--- src/rtl/router_1xn.sv ---
// router_1xn: 1-to-N length-framed packet router with per-port FWFT
// FIFOs, header/payload parity check and per-destination stall flush.
module router_1xn #(
  parameter int DATA_W     = 8,
  parameter int N_PORTS    = 3,
  parameter int FIFO_DEPTH = 16,
  parameter int TIMEOUT    = 30
) (
  input  logic                      clock,
  input  logic                      resetn,
  input  logic [DATA_W-1:0]         data_in,
  input  logic                      pkt_valid,
  output logic                      busy,
  output logic                      error,
  input  logic [N_PORTS-1:0]        read_enb,
  output logic [N_PORTS-1:0]        valid_out,
  output logic [N_PORTS*DATA_W-1:0] data_out
);

  localparam int ADDR_W =
    (N_PORTS > 1) ? $clog2(N_PORTS) : 1;
  localparam int LEN_W = DATA_W - ADDR_W;
  localparam int NPAD  = 1 << ADDR_W;
  localparam int PTR_W = $clog2(FIFO_DEPTH);
  localparam int CNT_W = $clog2(TIMEOUT + 1);

  localparam logic [CNT_W-1:0] CNT_MAX =
    CNT_W'(TIMEOUT - 1);
  localparam logic [ADDR_W:0] N_LIM =
    (ADDR_W + 1)'(N_PORTS);

  localparam logic [1:0] S_IDLE    = 2'd0;
  localparam logic [1:0] S_PAYLOAD = 2'd1;
  localparam logic [1:0] S_PARITY  = 2'd2;
  localparam logic [1:0] S_DROP    = 2'd3;

  logic [1:0]        state_q, state_d;
  logic [ADDR_W-1:0] addr_q, addr_d;
  logic [LEN_W-1:0]  rem_q, rem_d;
  logic [DATA_W-1:0] acc_q, acc_d;
  logic              err_q, err_d;

  logic [ADDR_W-1:0] hdr_addr;
  logic [LEN_W-1:0]  hdr_len;
  logic              hdr_ok;

  logic [N_PORTS-1:0] full;
  logic [N_PORTS-1:0] empty;
  logic [N_PORTS-1:0] rd_go;
  logic [N_PORTS-1:0] flush;
  logic [N_PORTS-1:0] wr_en;

  logic [NPAD-1:0]   full_pad;
  logic [NPAD-1:0]   rd_pad;
  logic [NPAD-1:0]   wr_pad;
  logic [ADDR_W-1:0] wr_sel;
  logic              wr_go;
  logic              busy_c;
  logic              accept;

  assign hdr_addr = data_in[ADDR_W-1:0];
  assign hdr_len  = data_in[DATA_W-1:ADDR_W];
  assign hdr_ok   = {1'b0, hdr_addr} < N_LIM;

  // Padded to 2**ADDR_W so an invalid address never indexes out of range
  always_comb begin
    full_pad = '0;
    rd_pad   = '0;
    full_pad[N_PORTS-1:0] = full;
    rd_pad[N_PORTS-1:0]   = rd_go;
  end

  always_comb begin
    case (state_q)
      S_IDLE:
        busy_c = pkt_valid & hdr_ok
               & full_pad[hdr_addr];
      S_PAYLOAD,
      S_PARITY:
        busy_c = full_pad[addr_q]
               & ~rd_pad[addr_q];
      default:
        busy_c = 1'b0;
    endcase
  end

  assign busy   = busy_c;
  assign accept = pkt_valid & ~busy_c;
  assign error  = err_q;

  always_comb begin
    wr_sel = addr_q;
    wr_go  = 1'b0;
    case (state_q)
      S_IDLE: begin
        wr_sel = hdr_addr;
        wr_go  = accept & hdr_ok;
      end
      S_PAYLOAD,
      S_PARITY:
        wr_go = accept;
      default:
        wr_go = 1'b0;
    endcase
  end

  always_comb begin
    wr_pad = '0;
    if (wr_go) begin
      wr_pad[wr_sel] = 1'b1;
    end
  end

  assign wr_en = wr_pad[N_PORTS-1:0];

  always_comb begin
    state_d = state_q;
    addr_d  = addr_q;
    rem_d   = rem_q;
    acc_d   = acc_q;
    err_d   = 1'b0;
    if (accept) begin
      case (state_q)
        S_IDLE: begin
          addr_d = hdr_addr;
          rem_d  = hdr_len;
          acc_d  = data_in;
          if (!hdr_ok) begin
            state_d = S_DROP;
          end else if (hdr_len == '0) begin
            state_d = S_PARITY;
          end else begin
            state_d = S_PAYLOAD;
          end
        end
        S_PAYLOAD: begin
          acc_d = acc_q ^ data_in;
          rem_d = rem_q - 1'b1;
          if (rem_q == LEN_W'(1)) begin
            state_d = S_PARITY;
          end
        end
        S_PARITY: begin
          err_d   = data_in != acc_q;
          state_d = S_IDLE;
        end
        default: begin
          // len payload words plus parity: rem runs len..0
          rem_d = rem_q - 1'b1;
          if (rem_q == '0) begin
            state_d = S_IDLE;
          end
        end
      endcase
    end
  end

  always_ff @(posedge clock or negedge resetn) begin
    if (!resetn) begin
      state_q <= S_IDLE;
      addr_q  <= '0;
      rem_q   <= '0;
      acc_q   <= '0;
      err_q   <= 1'b0;
    end else begin
      state_q <= state_d;
      addr_q  <= addr_d;
      rem_q   <= rem_d;
      acc_q   <= acc_d;
      err_q   <= err_d;
    end
  end

  for (genvar i = 0; i < N_PORTS; i++) begin : g_port
    logic [DATA_W-1:0] mem_q [FIFO_DEPTH];
    logic [PTR_W:0]    wp_q, wp_d;
    logic [PTR_W:0]    rp_q, rp_d;
    logic [CNT_W-1:0]  cnt_q, cnt_d;
    logic              idle;

    assign empty[i] = wp_q == rp_q;
    assign full[i]  =
      (wp_q[PTR_W] != rp_q[PTR_W]) &&
      (wp_q[PTR_W-1:0] == rp_q[PTR_W-1:0]);

    assign rd_go[i] = read_enb[i] & ~empty[i];
    assign idle     = ~empty[i] & ~read_enb[i];
    assign flush[i] = idle & (cnt_q == CNT_MAX);

    always_comb begin
      wp_d  = wp_q;
      rp_d  = rp_q;
      cnt_d = '0;
      if (idle && !flush[i]) begin
        cnt_d = cnt_q + 1'b1;
      end
      // Flush wins over any read or write on the same edge
      if (flush[i]) begin
        rp_d = wp_q;
      end else begin
        if (rd_go[i]) begin
          rp_d = rp_q + 1'b1;
        end
        if (wr_en[i]) begin
          wp_d = wp_q + 1'b1;
        end
      end
    end

    always_ff @(posedge clock or negedge resetn) begin
      if (!resetn) begin
        wp_q  <= '0;
        rp_q  <= '0;
        cnt_q <= '0;
      end else begin
        wp_q  <= wp_d;
        rp_q  <= rp_d;
        cnt_q <= cnt_d;
      end
    end

    always_ff @(posedge clock) begin
      if (wr_en[i] && !flush[i]) begin
        mem_q[wp_q[PTR_W-1:0]] <= data_in;
      end
    end

    assign valid_out[i] = ~empty[i];
    assign data_out[i*DATA_W +: DATA_W] =
      empty[i] ? '0 : mem_q[rp_q[PTR_W-1:0]];
  end

endmodule

--- config.mk ---
export PLATFORM = sky130hd
export DESIGN_NAME = router_1xn
export DESIGN_NICKNAME = d
export VERILOG_FILES = /design/src/rtl/router_1xn.sv
export SDC_FILE = /design/constraint.sdc
export NUM_CORES = 1
export LEC_CHECK = 0
export BUFFER_PORTS_ARGS = -buffer_cell sky130_fd_sc_hd__buf_2
export CAP_MARGIN = 10
export CORE_MARGIN = 1.5
export CORE_UTILIZATION = 55
export CTS_CLUSTER_SIZE = 24
export DETAILED_ROUTE_END_ITERATION = 10
export PLACE_DENSITY = 0.82
export SYNTH_ARGS = -nofsm -noshare
export SYNTH_HDL_FRONTEND = slang
export SYNTH_SLANG_ARGS = --single-unit
--- constraint.sdc ---
create_clock -name clock -period 3.8 [get_ports clock]
set_clock_uncertainty 0.2 [all_clocks]
set_input_delay 0.19 -clock clock [delete_from_list [all_inputs] [get_ports clock]]
set_output_delay 0.19 -clock clock [all_outputs]
set_load 0.02 [all_outputs]
==> results.yml <==
outcome:
  outcome: "complete, no violations"
timing:
  finalHoldViolCount: 0
  relSlewSlack_pct: 21.6
  fmax_ghz: 0.278
  finalCritPeriodShare_pct: 94.6
  grt_setup_unrepaired: "false"
  finalSetupViolations: 0
  final-max-slew-violation-count: 0
  worst_pin_slew_ps: 1180
  fin_crit_ps: 3590
  tns_ps: 0
routing:
  vias: 9870
  vias_per_cell: 6.10
  wl_um: 39200
  drtAntennaViolNets: 0
  dr.pass1.iters: 7
  wl_per_cell_um: 24.2
  drcViolationCount: 0
  drt_iter0_drc: 886
synth:
  synthTopCellsByArea: "edfxtp_1, mux4_2, dfrtp_1"
  seq_area_frac_synth_pct: 69.0
  synth_largest_area_cell: "edfxtp_1"
  postSynthAreaPerCell_um2: 17.9
  synth_warnings: 0
  ys_types: 56
  ys_ff_latch: 448
  synthCells: 1065
  synth_edf_count: 384
  syn_area_um2: 19000
  synth_top_area_share_pct: 60.6
  synth_fp_nets: 1107
  async_reset_ff_share_pct: 14.3
  ys.flop_type: "edfxtp_1"
global_routing:
  grt_pass1_wl_um: 61000
  track_usage_pct: 22.8
  first_global_vias: 10275
  grt_max_degree: 56
  antenna_found_initial: 1
  overflow: 0
floorplanning:
  dieArea_um2: 35700
  rows: 67
  core_area_um2: 33800
  initial_core_util_pct: 56.3
  die_w_um: 189
  die_h_um: 189
  ioPinCount: 43
layout:
  drive_gt1_share_pct: 24.6
  fin_cells: 1617
  nets: 1177
  syn2layout_area_growth_pct: 11.9
  fillCellCount: 2248
pwr:
  p_sw_uw: 4750
  power_uw: 15100
  vdd_drop_max_mv: 0.619
  p_clk_share_pct: 28.1
  power_density_nw_per_um2: 707
  power_frac_seq_pct: 39.6
  p_leak_uw: 0.00734
  intPower_uw: 10300
  switching_share_pct: 31.6
  share_comb_of_total_power_pct: 32.2
clocking:
  cts_tree: "yes"
  clkSinkCount: 448
  cts_setup_buffers: 0
  htreeDepth: 2
  cts_buffers: 44
  clkLatencyLatePin_ps: 560
  path_clk_slew_ps: 70
  clock_path_buffers: 3
  cts_root_buf: "clkbuf_16"
setup_path:
  cp_data_arrival_time_ps: 3870
  path_class: "reg2reg"
  crit_fanout: 6
  required_ps: 4080
  start_kind: "flop"
  worst_setup_path_end_kind: "flop"
run:
  drv_cap: 0
placed_design:
  port-buffer-count: 42
  place_inst: 1528
  gp_congestion: 0.806
  dp_hpwl_um: 24000
min_path:
  hold_class: "in2reg"
[what timing repair did]
action                                  CTS  global route
endpoints found under the setup margin    0            81
hold buffers                              9             0
endpoints found under the hold margin    82             0
gates resized for setup                   0             2
[synthesized netlist by cell type (3+ instances only)]
master / instances
edfxtp_1: 384
mux4_2: 120
dfrtp_1: 64
nor2_1: 46
xor2_1: 36
and2_1: 35
nand3_1: 33
and3_1: 32
clkbuf_1: 29
ha_1: 28
inv_1: 26
nand2_1: 23
a21oi_1: 21
o21ai_0: 16
buf_2: 13
nand3b_1: 13
nor2b_1: 12
o22ai_1: 11
buf_1: 10
mux2i_1: 10
nor3_1: 9
xnor2_1: 9
and4_1: 8
nor4_1: 8
buf_4: 7
mux2_2: 7
nor3_2: 4
a211oi_1: 3
nand2b_1: 3
nand4_1: 3
nor3b_1: 3
o22a_1: 3
or3_1: 3
[final timing paths]
check	start	end	slack (ps)	depth (start not counted)
min in group asynchronous	resetn	g_port[1].wp_q[2]	70	2
max in group asynchronous	resetn	g_port[2].rp_q[0]	2360	3
max reg2reg	g_port[1].wp_q[1]	addr_q[1]	210	8
min reg2reg	g_port[2].cnt_q[0]	g_port[2].cnt_q[0]	290	1
min	data_in[3]	g_port[1].mem_q[0][3]	50	1
max	g_port[1].wp_q[1]	addr_q[1]	210	8
[state kept, by name (all words and copies together), names as in the netlist]
register,cells
state_q,2
rem_q,6
acc_q,8
g_port.wp_q,15
addr_q,2
error,1
g_port.mem_q,384
g_port.cnt_q,15
g_port.rp_q,15
[power by group through the flow]
| stage | clock (uW) | sequential [uW] | combinational [uW] |
|---|---|---|---|
| final | 4240 | 5960 | 4850 |
| after global routing | 4470 | 6000 | 5240 |
| after CTS | 4290 | 5960 | 4880 |
| after detailed placement | 0 | 6060 | 4800 |
| after global placement | 0 | 6030 | 4730 |
| after floorplan | 0 | 5970 | 3600 |
[cell usage in the layout, fill, tap and decap left out, drive strengths merged, types with 4 or more instances in the layout]
cell,count
xnor2,9
xor2,36
a21oi,21
nor2,47
nor3,13
mux2,7
inv,27
and3,32
nor2b,12
nand2,23
dfrtp,64
nor4,9
and4,8
mux2i,10
ha,28
o22ai,11
nand3b,13
clkbuf,55
buf,76
mux4,120
and2,35
edfxtp,384
o21ai,18
clkinv,16
nand3,33
clkinvlp,4
dlygate4sd3,9
[metrics by stage]
| stage | utilization (%) | hold WS, ps | setup slack (ps) | area, um^2 |
|---|---|---|---|---|
| finish | 63.0 | 50.3 | 206 | 21300 |
| CTS | 63.0 | 22.8 | 187 | 21300 |
| global route | 63.0 | 56.4 | 31.6 | 21300 |
| floorplan | - | -306 | 395 | 19000 |
| detailed placement | 58.6 | 125 | 290 | 19800 |
| global placement | 58.6 | 121 | 369 | 19800 |
[cell type report]
| cell class | instances | area (um^2) | share of cell area [%] |
|---|---|---|---|
| flip-flops and latches | 448 | 13100 | 61.7 |
| inverters | 26 | 97.6 | 0.458 |
| multi-input cells | 530 | 5540 | 26.0 |
| repair buffers | 85 | 556 | 2.61 |
| clock inverters | 24 | 236 | 1.11 |
| well taps | 448 | 561 | 2.63 |
| diodes | 1 | 2.50 | 0.0117 |
| clock buffers | 55 | 1170 | 5.50 |
[cells by family after synthesis]
family	share of synthesized area (%)
adder cells (fa/ha/maj)	1.84
AND/OR/NAND/NOR	7.42
AO/OA/AOI/OAI	2.54
XOR/XNOR	2.07
buffers and inverters	1.99
multiplexers	15.1
flip-flops	69.0
[worst max-delay path: stages, from the launching register on]
cell           delay, ps
dfrtp_1              460
xor2_1               190
nor4_1               600
a21boi_1             200
a2111oi_2            700
nor3b_1              220
nand2_1              170
mux2i_1              220
dlygate4sd3_1        570
[per-layer routing]
metal / wire, um / GRT usage [%] / vias to the layer above
met5: 0 / 0 / -
met4: 870 / 6.56 / 0
met3: 2750 / 3.97 / 56
met2: 19400 / 37.1 / 384
met1: 16200 / 32.2 / 5070
li1: - / - / 4360
Power figures use the tool's default switching activity.
